===== src/rtl/btn_cmd_arbiter_pkg.sv =====
// Shared types and constants for the button command arbiter.
// State encoding, default debounce timing and a constant log2 helper.
package btn_cmd_arbiter_pkg;

    typedef enum logic {
        ST_IDLE  = 1'b0,
        ST_GRANT = 1'b1
    } arb_state_t;

    localparam int DEF_TICK_DIV = 100000;
    localparam int DEF_SAMPLES  = 16;

    // Ceiling log2; gives 0 for value <= 1.
    function automatic int clog2(input int value);
        int r;
        r = 0;
        for (int i = 0; i < 31; i++) begin
            if ((1 << i) < value) begin
                r = i + 1;
            end
        end
        return r;
    endfunction

endpackage


===== src/rtl/btn_debounce_ch.sv =====
// One button channel: 2-flop synchronizer, SAMPLES-tick debounce, rising-edge press pulse.
// press is combinational from registered state, high one cycle when the debounced level rises; no backpressure.
module btn_debounce_ch
    import btn_cmd_arbiter_pkg::*;
#(
    parameter int SAMPLES = DEF_SAMPLES
) (
    input  logic clk,
    input  logic rst,
    input  logic tick,
    input  logic btn_raw,
    output logic press
);

    logic               sync_q1;
    logic               sync_q2;
    logic [SAMPLES-1:0] shift_q;
    logic               stable;
    logic               stable_d;

    // A single low sample anywhere in the window breaks the run.
    assign stable = &shift_q;
    assign press  = stable & ~stable_d;

    always_ff @(posedge clk or negedge rst) begin
        if (!rst) begin
            sync_q1  <= 1'b0;
            sync_q2  <= 1'b0;
            shift_q  <= '0;
            stable_d <= 1'b0;
        end else begin
            sync_q1  <= btn_raw;
            sync_q2  <= sync_q1;
            stable_d <= stable;
            if (tick) begin
                shift_q <= {shift_q[SAMPLES-2:0], sync_q2};
            end
        end
    end

endmodule


===== src/rtl/btn_cmd_arbiter.sv =====
// Debounced button presses become pending commands, granted round-robin on one valid/ack port.
// Press->pending 1 cycle, ->cmd_valid 2 cycles; cmd_valid/cmd_id hold until cmd_ack, then idle one cycle.
module btn_cmd_arbiter
    import btn_cmd_arbiter_pkg::*;
#(
    parameter int NUM_CH   = 4,
    parameter int TICK_DIV = DEF_TICK_DIV,
    parameter int SAMPLES  = DEF_SAMPLES,
    parameter int ID_W     = clog2(NUM_CH)
) (
    input  logic              clk,
    input  logic              rst,
    input  logic [NUM_CH-1:0] btn_raw,
    input  logic              cmd_ack,
    output logic              cmd_valid,
    output logic [ID_W-1:0]   cmd_id,
    output logic [NUM_CH-1:0] pending,
    output logic [NUM_CH-1:0] overrun
);

    localparam int CNT_W = clog2(TICK_DIV);

    logic [CNT_W-1:0]  tick_cnt;
    logic              tick;
    logic [NUM_CH-1:0] press;
    logic [NUM_CH-1:0] clr;
    logic [ID_W-1:0]   last;
    logic [ID_W-1:0]   rr_sel;
    logic              rr_hit;
    int                rr_idx;
    arb_state_t        state;

    assign tick = (tick_cnt == CNT_W'(TICK_DIV - 1));

    always_ff @(posedge clk or negedge rst) begin
        if (!rst) begin
            tick_cnt <= '0;
        end else if (tick) begin
            tick_cnt <= '0;
        end else begin
            tick_cnt <= tick_cnt + CNT_W'(1);
        end
    end

    for (genvar g = 0; g < NUM_CH; g++) begin : g_ch
        btn_debounce_ch #(
            .SAMPLES (SAMPLES)
        ) u_deb (
            .clk     (clk),
            .rst     (rst),
            .tick    (tick),
            .btn_raw (btn_raw[g]),
            .press   (press[g])
        );
    end

    always_comb begin
        clr = '0;
        if (state == ST_GRANT && cmd_ack) begin
            clr[cmd_id] = 1'b1;
        end
    end

    // A press in the same cycle as its own clear keeps the command pending and is not an overrun.
    always_ff @(posedge clk or negedge rst) begin
        if (!rst) begin
            pending <= '0;
            overrun <= '0;
        end else begin
            pending <= press | (pending & ~clr);
            overrun <= overrun | (press & pending & ~clr);
        end
    end

    // Search starts just after the last granted channel and wraps.
    always_comb begin
        rr_sel = '0;
        rr_hit = 1'b0;
        rr_idx = 0;
        for (int k = 1; k <= NUM_CH; k++) begin
            rr_idx = int'(last) + k;
            if (rr_idx >= NUM_CH) begin
                rr_idx = rr_idx - NUM_CH;
            end
            if (!rr_hit && pending[rr_idx]) begin
                rr_sel = ID_W'(rr_idx);
                rr_hit = 1'b1;
            end
        end
    end

    always_ff @(posedge clk or negedge rst) begin
        if (!rst) begin
            state     <= ST_IDLE;
            cmd_valid <= 1'b0;
            cmd_id    <= '0;
            last      <= ID_W'(NUM_CH - 1);
        end else begin
            case (state)
                ST_IDLE: begin
                    if (rr_hit) begin
                        cmd_id    <= rr_sel;
                        cmd_valid <= 1'b1;
                        state     <= ST_GRANT;
                    end
                end
                ST_GRANT: begin
                    if (cmd_ack) begin
                        last      <= cmd_id;
                        cmd_valid <= 1'b0;
                        state     <= ST_IDLE;
                    end
                end
                default: begin
                    cmd_valid <= 1'b0;
                    state     <= ST_IDLE;
                end
            endcase
        end
    end

endmodule

===== config.mk =====
export PLATFORM = sky130hd
export DESIGN_NAME = btn_cmd_arbiter
export DESIGN_NICKNAME = d
export VERILOG_FILES = /design/src/rtl/btn_cmd_arbiter_pkg.sv /design/src/rtl/btn_debounce_ch.sv /design/src/rtl/btn_cmd_arbiter.sv
export SDC_FILE = /design/constraint.sdc
export NUM_CORES = 1
export LEC_CHECK = 0
export ABC_AREA = 0
export CORE_MARGIN = 3
export CORE_UTILIZATION = 54
export DETAILED_ROUTE_END_ITERATION = 16
export GPL_TIMING_DRIVEN = 0
export PLACE_DENSITY = 0.75
export SETUP_SLACK_MARGIN = 0.4
export SYNTH_ARGS = -nofsm -noshare
export SYNTH_HDL_FRONTEND = slang
export SYNTH_SLANG_ARGS = --single-unit
export TNS_END_PERCENT = 50

===== constraint.sdc =====
create_clock -name clk -period 1.67 [get_ports clk]
set_clock_uncertainty 0.05 [all_clocks]
set_input_delay 0.2505 -clock clk [delete_from_list [all_inputs] [get_ports clk]]
set_output_delay 0.2505 -clock clk [all_outputs]
set_load 0.02 [all_outputs]

==> results of run 1 <==
==> area by class of cell <==
cell class | instances | area (um^2)
plain buffers | 16 | 199
clock buffers | 10 | 138
clock inverters | 6 | 71.3
fillers | 546 | 2030
inverters | 4 | 15.0
multi-input cells | 307 | 1700
flip-flops and latches | 107 | 2690
well taps | 99 | 124
repair buffers | 46 | 452
==> cells in the mapped netlist, drive strengths merged (5+ instances only) <==
cell type	n	area share
buf	14	0.018
dfrtp	105	0.62
nand2	206	0.18
nand3	6	0.0071
nand4	21	0.033
nor2	13	0.012
nor4	6	0.0089
o21ai	7	0.0083
xnor2	8	0.017
xor2	5	0.010
==> power by group through the flow <==
stage	sequential, mW	combinational, mW	clock (mW)
2_1_floorplan	2.93	0.207	0
3_3_place_gp	2.88	0.495	0
3_5_place_dp	2.89	0.521	0
4_1_cts	2.81	0.600	1.69
5_1_grt	2.83	0.669	1.80
6_report	2.81	0.594	1.64
==> logic make-up after synthesis <==
group	synth area share
compound gates	0.0374
xor+xnor	0.0270
fa+ha+maj	0.00297
buf+inv	0.0234
flops	0.636
mux	0.00237
simple gates	0.271
==> what timing repair did <==
item / CTS / global route
pin swaps: 22 / 40
hold endpoints to repair: 31 / 0
resized for setup: 69 / 74
setup endpoints to repair: 97 / 101
hold buffers: 1 / 0
gates cloned: 4 / 3
buffers inserted: 16 / 4
==> critical path: cells and delay by family (launching register included) <==
kind / cells / cell delay (ns)
AND/OR/NAND/NOR: 4 / 0.65
buffers and inverters: 2 / 0.38
flip-flops: 1 / 0.47
==> path summary, 6_finish.rpt <==
kind,endpoint,startpoint,cells after the start
worst max-delay path,g_ch[2].u_deb.shift_q[15],tick_cnt[8],6
max in group asynchronous,tick_cnt[2],rst,3
worst max register to register,g_ch[2].u_deb.shift_q[15],tick_cnt[8],6
worst min-delay path,g_ch[1].u_deb.sync_q1,btn_raw[1],1
worst min register to register,g_ch[3].u_deb.sync_q2,g_ch[3].u_deb.sync_q1,0
min in group asynchronous,cmd_id[0],rst,2
==> routing by layer <==
| layer | track usage | part of all wire | routed length [um] | up-vias |
|---|---|---|---|---|
| li1 | - | - | - | 1528 |
| met1 | 0.262 | 0.44 | 3690 | 1584 |
| met2 | 0.342 | 0.51 | 4260 | 51 |
| met3 | 0.0606 | 0.037 | 312 | 5 |
| met4 | 0.0542 | 0.011 | 91 | 0 |
| met5 | 0 | 0 | 0 | - |
==> flip-flops by register name, summed over array words and instances (netlist names), 4 cells and up <==
signal / cells
tick_cnt: 17
g_ch.u_deb.shift_q: 64
overrun: 4
g_ch.u_deb.sync_q2: 4
pending: 4
g_ch.u_deb.sync_q1: 4
g_ch.u_deb.stable_d: 4
==> metrics by stage <==
stage / instance area [um^2] / power (mW) / hold WS [ns] / instances
2_1_floorplan: 4300 / 3.14 / -0.0951 / 434
3_3_place_gp: 4590 / 3.38 / 0.283 / 550
3_5_place_dp: 4620 / 3.41 / 0.170 / 551
4_1_cts: 5090 / 5.10 / 0.236 / 588
5_1_grt: 5380 / 5.30 / 0.232 / 595
6_report: 5380 / 5.05 / 0.253 / 595
==> results.yml, run 1 <==
logic_synthesis:
  synth_ff_type: "dfrtp_1"
  ys_ff_latch: 107
  yosysSeqAreaShare: 0.636
  synthCells: 434
  syn_nets: 442
  avgSynthCellArea_um2: 9.71
  syn_area_mm2: 0.00422
  synth_warnings: 0
  async_flop_share: 1.00
  synth_edf_count: 0
  synth.distinct_cells: 34
timing:
  finalHoldViolCount: 0
  worstMarginPinSlew_ns: 0.442
  finalCritPeriodShare: 0.981
  fin_ws_ns: 0.0311
  final-max-slew-violation-count: 0
  tns_ns: 0
  max_freq_mhz: 610
  rsz0062_at_grt: "yes"
  slew_headroom: 0.702
  final-setup-viol-count: 0
  post-route-min-period_ns: 1.64
hold_path:
  hold_path_class: "primary input to flip-flop"
cells_and_area:
  drive_gt1_frac: 0.290
  area_growth_syn_to_layout_pct: 27.7
  nNetsFinal: 499
  final_common_cell: "nand2_1"
  fin_util: 0.726
  diodes: 0
  mostFrequentLayoutCells: "nand2_1, dfrtp_1, nand2_2"
worst_setup_path:
  crit_chain: "nor4b_4 > nand4_1 > buf_6 > buf_8 > nand2_1 > nand2_1"
  cp_max_fo: 10
  ff2ff_setup_slack_ns: 0.03
  cp_common_cell: "nand2_1"
  critPathKind: "flip-flop to flip-flop"
  worst_path_largest_cell_delay_ns: 0.47
  worstPathRequired_ns: 1.89
  arrival_ns: 1.85
  cp_slowest_cell: "dfrtp_2"
  end_kind: "flip-flop"
  setup.worst_path.start_class: "flip-flop"
placement:
  place_ws_ns: -0.0803
  gp_congestion: 0.792
  port-buffer-count: 17
  dp_hpwl_mm: 4.99
route:
  vias: 3168
  drt_iter0_drc: 122
  vias_per_cell: 5.32
  wl_per_cell_um: 14.0
  wl_mm: 8.36
  ant_nets: 0
  drc_errors: 0
  firstDrtPassIters: 4
global_routing:
  track_usage: 0.204
  grt_pass1_wl_mm: 14.2
  first_global_vias: 3093
  grt_remaining_overflow: 0
  antenna_found_initial: 0
  grt_max_degree: 76
power:
  cellPowerDensity_mw_per_mm2: 938
  clockPowerShare: 0.326
  p_int_mw: 3.72
  p_sw_mw: 1.33
  sw_frac_of_total: 0.263
  p_seq_frac: 0.557
  vdd_drop_max_mv: 0.579
  combPwrFrac: 0.118
  p_leak_nw: 2.68
floorplanning:
  die_w_um: 94.4
  core-area_mm2: 0.00741
  initial_core_util: 0.569
  boundaryPins: 18
  die_h_um: 94.4
  dieArea_mm2: 0.00890
  num_rows: 31
clocking:
  cts_tree: "yes"
  path_clk_slew_ns: 0.10
  clock_sinks: 107
  cts-buffers-inserted: 9
  clk_latency_ns: 0.37
  cts_max_level: 3
  clk_path_buf_depth: 2
  clockRootBuffer: "clkbuf_8"
job:
  drv_cap: 0
status:
  outcome: "finished clean"
Note: power is estimated with default switching activity, not from simulation.
==> run 2: changes to the inputs <==
--- a/config.mk
+++ b/config.mk
@@ -7,10 +7,10 @@
 export LEC_CHECK = 0
 export ABC_AREA = 0
 export CORE_MARGIN = 3
-export CORE_UTILIZATION = 54
+export CORE_UTILIZATION = 60
 export DETAILED_ROUTE_END_ITERATION = 16
 export GPL_TIMING_DRIVEN = 0
-export PLACE_DENSITY = 0.75
+export PLACE_DENSITY = 0.79
 export SETUP_SLACK_MARGIN = 0.4
 export SYNTH_ARGS = -nofsm -noshare
 export SYNTH_HDL_FRONTEND = slang
==> constraint.sdc (replaced) <==
create_clock -name clk -period 2.1 [get_ports clk]
set_clock_uncertainty 0.05 [all_clocks]
set_input_delay 0.315 -clock clk [delete_from_list [all_inputs] [get_ports clk]]
set_output_delay 0.315 -clock clk [all_outputs]
set_load 0.02 [all_outputs]
==> results.yml, run 2 (synthesis gave the netlist of run 1 again) <==
route:
  vias_per_cell: 5.34
  wl_per_cell_um: 14.2
  ant_nets: 0
  drc_errors: 0
  firstDrtPassIters: 4
  vias: 3043
  drt_iter0_drc: 216
  wl_mm: 8.11
timing:
  finalHoldViolCount: 0
  tns_ns: 0
  final-max-slew-violation-count: 0
  finalCritPeriodShare: 0.818
  slew_headroom: 0.619
  fin_ws_ns: 0.383
  max_freq_mhz: 582
  rsz0062_at_grt: "yes"
  worstMarginPinSlew_ns: 0.571
  post-route-min-period_ns: 1.72
  final-setup-viol-count: 0
cells_and_area:
  largest_register: "g_ch.u_deb.shift_q"
  diodes: 0
  seq_area_mm2: 0.00268
  fin_area_mm2: 0.00499
  final_common_cell: "nand2_1"
  n_fill_cell: 410
  largest_reg_flops: 64
  drive_gt1_frac: 0.113
  mostFrequentLayoutCells: "nand2_1, dfrtp_1, nand4_1"
  nNetsFinal: 480
  largestRegisters: "g_ch.u_deb.shift_q (64), tick_cnt (17)"
  multiInputGateArea_mm2: 0.00150
  area_growth_syn_to_layout_pct: 18.4
worst_setup_path:
  arrival_ns: 1.91
  setup.worst_path.start_class: "flip-flop"
  worst_path_largest_cell_delay_ns: 0.49
  crit_chain: "nand4_4 > or3_1 > buf_6 > o311ai_4 > o41ai_2"
  worstPathRequired_ns: 2.30
  critPathKind: "flip-flop to flip-flop"
  end_kind: "flip-flop"
  cp_max_fo: 5
  cp_slowest_cell: "dfrtp_1"
power:
  vdd_drop_max_mv: 0.477
  p_leak_nw: 2.55
  p_seq_frac: 0.550
  p_int_mw: 3.12
  cellPowerDensity_mw_per_mm2: 822
  power_mw: 4.11
  sw_frac_of_total: 0.241
  combPwrFrac: 0.095
  p_sw_uw: 989
  clockPowerShare: 0.354
global_routing:
  first_global_vias: 3044
  track_usage: 0.210
  antenna_found_initial: 0
  grt_remaining_overflow: 0
  grt_max_degree: 64
  grt_pass1_wl_mm: 13.8
clocking:
  cts_max_level: 3
  clk_path_buf_depth: 2
  cts_tree: "yes"
  path_clk_slew_ns: 0.09
  clock_sinks: 107
  clk_latency_ns: 0.37
  cts-buffers-inserted: 9
  clockRootBuffer: "clkbuf_8"
placement:
  place_ws_ns: 0.269
  dp_hpwl_mm: 5.07
  dpl_cell_area_mm2: 0.00453
  port-buffer-count: 17
  gp_congestion: 0.811
floorplanning:
  die_w_um: 89.8
  die_h_um: 89.8
  num_rows: 29
  initial_core_util: 0.642
  boundaryPins: 18
  core-area_mm2: 0.00657
  dieArea_mm2: 0.00807
job:
  drv_cap: 0
status:
  outcome: "finished clean"
hold_path:
  hold_path_class: "flip-flop to flip-flop"
[run 2: changes by cell type in the layout (fill, tap and decap cells not counted), sizes merged]
cell	before	now
dlymetal6s2s	0	1
buf	49	26
clkinv	2	0
clkdlybuf4s50	5	10
inv	6	4
clkbuf	12	13
bufinv	1	2
[run 2: worst paths after layout]
| kind | start | to | slack [ns] | cells after the start |
|---|---|---|---|---|
| min in group asynchronous | rst | g_ch[1].u_deb.shift_q[1] | 0.43 | 2 |
| max in group asynchronous | rst | last[1] | 0.83 | 3 |
| worst max register to register | tick_cnt[8] | tick_cnt[15] | 0.38 | 5 |
| worst min-delay path | g_ch[3].u_deb.sync_q1 | g_ch[3].u_deb.sync_q2 | 0.31 | 0 |
| worst max-delay path | tick_cnt[8] | tick_cnt[15] | 0.38 | 5 |
| worst min register to register | g_ch[3].u_deb.sync_q1 | g_ch[3].u_deb.sync_q2 | 0.31 | 0 |
[run 2: area by class of cell]
class / count / area share
Sequential cell: 107 / 0.538
Multi-Input combinational cell: 307 / 0.300
Timing Repair Buffer: 27 / 0.0526
Clock buffer: 13 / 0.0358
Buffer: 16 / 0.0338
Tap cell: 93 / 0.0233
Clock inverter: 3 / 0.0135
Inverter: 4 / 0.00301
[run 2: per-layer routing]
layer / vias to the layer above / track usage / share of wire
met2: 43 / 0.357 / 0.51
met4: 0 / 0.0766 / 0.017
met1: 1496 / 0.261 / 0.44
met3: 14 / 0.0543 / 0.030
li1: 1490 / - / -
met5: - / 0 / 0
[run 2: critical path, delay by kind of cell, from the launching register on]
| kind | cells | cell delay (ns) |
|---|---|---|
| AND/OR/NAND/NOR | 2 | 0.57 |
| flip-flops | 1 | 0.49 |
| buffers and inverters | 1 | 0.15 |
| AO/OA/AOI/OAI | 2 | 0.33 |
[run 2: per-stage QoR]
step | hold WS [ns] | utilization | cells
finish | 0.306 | 0.760 | 570
detailed placement | 0.286 | 0.689 | 545
floorplan | -0.0306 | - | 434
global route | 0.312 | 0.760 | 570
global placement | 0.282 | 0.685 | 544
CTS | 0.308 | 0.735 | 564
[run 2: repair_timing]
action                                 CTS  global route
hold buffers                             1             0
gates cloned                             0             1
buffers inserted                         2             5
endpoints found under the hold margin   43             0
resized for setup                       16            45
setup endpoints to repair               80            79
pin swaps                                1             3
[run 2: power groups by stage]
stage / Combinational [mW] / Sequential [mW] / Clock, mW
6_report: 0.392 / 2.26 / 1.45
5_1_grt: 0.437 / 2.27 / 1.57
4_1_cts: 0.399 / 2.26 / 1.49
3_5_place_dp: 0.417 / 2.30 / 0
3_3_place_gp: 0.398 / 2.29 / 0
2_1_floorplan: 0.165 / 2.33 / 0
==> run 3: changes to the inputs <==
--- a/config.mk
+++ b/config.mk
@@ -7,10 +7,10 @@
 export LEC_CHECK = 0
 export ABC_AREA = 0
 export CORE_MARGIN = 3
-export CORE_UTILIZATION = 60
+export CORE_UTILIZATION = 59
 export DETAILED_ROUTE_END_ITERATION = 16
 export GPL_TIMING_DRIVEN = 0
-export PLACE_DENSITY = 0.79
+export PLACE_DENSITY = 0.78
 export SETUP_SLACK_MARGIN = 0.4
 export SYNTH_ARGS = -nofsm -noshare
 export SYNTH_HDL_FRONTEND = slang
==> constraint.sdc (replaced) <==
create_clock -name clk -period 1.7 [get_ports clk]
set_clock_uncertainty 0.05 [all_clocks]
set_input_delay 0.255 -clock clk [delete_from_list [all_inputs] [get_ports clk]]
set_output_delay 0.255 -clock clk [all_outputs]
set_load 0.02 [all_outputs]
==> results.yml, run 3 (synthesis gave the netlist of run 1 again) <==
cells_and_area:
  nNetsFinal: 497
  mostFrequentLayoutCells: "nand2_1, dfrtp_1, nand2_2"
  largest_register: "g_ch.u_deb.shift_q"
  drive_gt1_frac: 0.265
  final_common_cell: "nand2_1"
  diodes: 0
  n_fill_cell: 427
  largestRegisters: "g_ch.u_deb.shift_q (64), tick_cnt (17)"
  fin_util: 0.779
  largest_reg_flops: 64
  area_growth_syn_to_layout_pct: 27.0
route:
  drc_errors: 0
  firstDrtPassIters: 5
  wl_mm: 8.84
  drt_iter0_drc: 195
  wl_per_cell_um: 15.0
  vias: 3192
  vias_per_cell: 5.41
  ant_nets: 0
clocking:
  clk_path_buf_depth: 2
  clk_latency_ns: 0.36
  clockRootBuffer: "clkbuf_8"
  clock_sinks: 107
  path_clk_slew_ns: 0.09
  cts_max_level: 3
  cts-buffers-inserted: 9
  cts_tree: "yes"
global_routing:
  first_global_vias: 3077
  grt_remaining_overflow: 0
  grt_pass1_wl_mm: 14.0
  antenna_found_initial: 0
  track_usage: 0.213
  grt_max_degree: 56
timing:
  max_freq_mhz: 616
  post-route-min-period_ns: 1.62
  worstMarginPinSlew_ns: 0.653
  slew_headroom: 0.565
  final-setup-viol-count: 0
  hold_slack_ns: -0.131
  final-max-slew-violation-count: 0
  finalHoldViolCount: 52
  rsz0062_at_grt: "yes"
  finalCritPeriodShare: 0.954
power:
  p_leak_nw: 2.73
  p_seq_frac: 0.569
  sw_frac_of_total: 0.247
  p_sw_mw: 1.21
  combPwrFrac: 0.095
  clockPowerShare: 0.336
  vdd_drop_max_mv: 0.458
  power_mw: 4.90
  p_int_mw: 3.69
  cellPowerDensity_mw_per_mm2: 915
worst_setup_path:
  rr_endpoint: "tick_cnt[15]"
  crit_family: "simple AND/OR/NAND/NOR gates"
  cp_slowest_cell: "dfrtp_2"
  r2r-start: "tick_cnt[8]"
  worstRegToRegCells: 5
  crit_buf_inv: 1
  end_kind: "flip-flop"
  setup.worst_path.start_class: "flip-flop"
  critPathKind: "flip-flop to flip-flop"
  arrival_ns: 1.81
  crit_chain: "nand4_4 > or3_1 > buf_6 > o311ai_2 > o41ai_1"
  crit_start: "tick_cnt[8]"
  worstPathRequired_ns: 1.89
  cp_max_fo: 5
  worst_path_largest_cell_delay_ns: 0.45
  ff2ff_setup_slack_ns: 0.08
floorplanning:
  die_h_um: 90.5
  boundaryPins: 18
  initial_core_util: 0.614
  dieArea_mm2: 0.00819
  die_w_um: 90.5
  core-area_mm2: 0.00687
  num_rows: 30
status:
  violations: "negative hold slack"
  outcome: "complete, but fails checks"
job:
  drv_cap: 0
placement:
  dp_hpwl_mm: 5.05
  gp_congestion: 0.837
  port-buffer-count: 17
hold_path:
  hold_path_class: "primary input to asynchronous set/reset pin"
## run 3: cell count changes in the layout (fill, tap and decap cells not counted), sizes merged, moves of 2 or more
cell,change
buf,+14
clkbuf,+5
clkdlybuf4s50,-5
clkinv,+2
dlygate4sd2,+5
## run 3: area by class of cell
cell class | instances | area (um^2) | share of cell area
Timing Repair Buffer | 44 | 467 | 0.0872
Buffer | 16 | 198 | 0.0369
Sequential cell | 107 | 2690 | 0.502
Tap cell | 96 | 120 | 0.0224
Inverter | 4 | 15.0 | 0.00281
Multi-Input combinational cell | 307 | 1640 | 0.307
Clock inverter | 3 | 43.8 | 0.00818
Clock buffer | 13 | 179 | 0.0334
## run 3: power by group through the flow
stage / registers, mW / clock network, mW / logic, mW
floorplan: 2.88 / 0 / 0.203
global placement: 2.83 / 0 / 0.485
detailed placement: 2.84 / 0 / 0.511
CTS: 2.78 / 1.68 / 0.472
global route: 2.81 / 1.79 / 0.521
finish: 2.79 / 1.65 / 0.463
## run 3: how the worst max path moves through the flow
stage / endpoint / slack (ns) / cells after the start
6_report: tick_cnt[15] / 0.08 / 5
5_1_grt: g_ch[2].u_deb.shift_q[1] / 0.02 / 6
4_1_cts: g_ch[3].u_deb.shift_q[2] / 0.11 / 7
3_5_place_dp: g_ch[2].u_deb.shift_q[15] / -0.07 / 7
3_3_place_gp: g_ch[3].u_deb.shift_q[7] / -3.58 / 1
2_1_floorplan: tick_cnt[15] / 0.18 / 5
## run 3: metal layers
layer,track usage,vias to the layer above,part of all wire
li1,-,1522,-
met1,0.273,1593,0.43
met2,0.353,59,0.52
met3,0.0483,18,0.032
met4,0.0816,0,0.016
met5,0,-,0
## run 3: what timing repair did
item,in CTS,in global routing
pin swaps,21,29
endpoints found under the setup margin,96,99
buffers inserted,10,6
hold endpoints to repair,52,52
gates resized for setup,52,56
gates cloned,6,4
## run 3: metrics by stage
| stage | instances | setup TNS, ns | area [um^2] | worst slack (ns) |
|---|---|---|---|---|
| 6_report | 590 | 0 | 5350 | 0.0774 |
| 4_1_cts | 580 | 0 | 5040 | 0.112 |
| 5_1_grt | 590 | 0 | 5350 | 0.0211 |
| 3_3_place_gp | 547 | -381.13 | 4590 | -3.58 |
| 2_1_floorplan | 434 | 0 | 4300 | 0.179 |
| 3_5_place_dp | 548 | -1.99 | 4610 | -0.0696 |
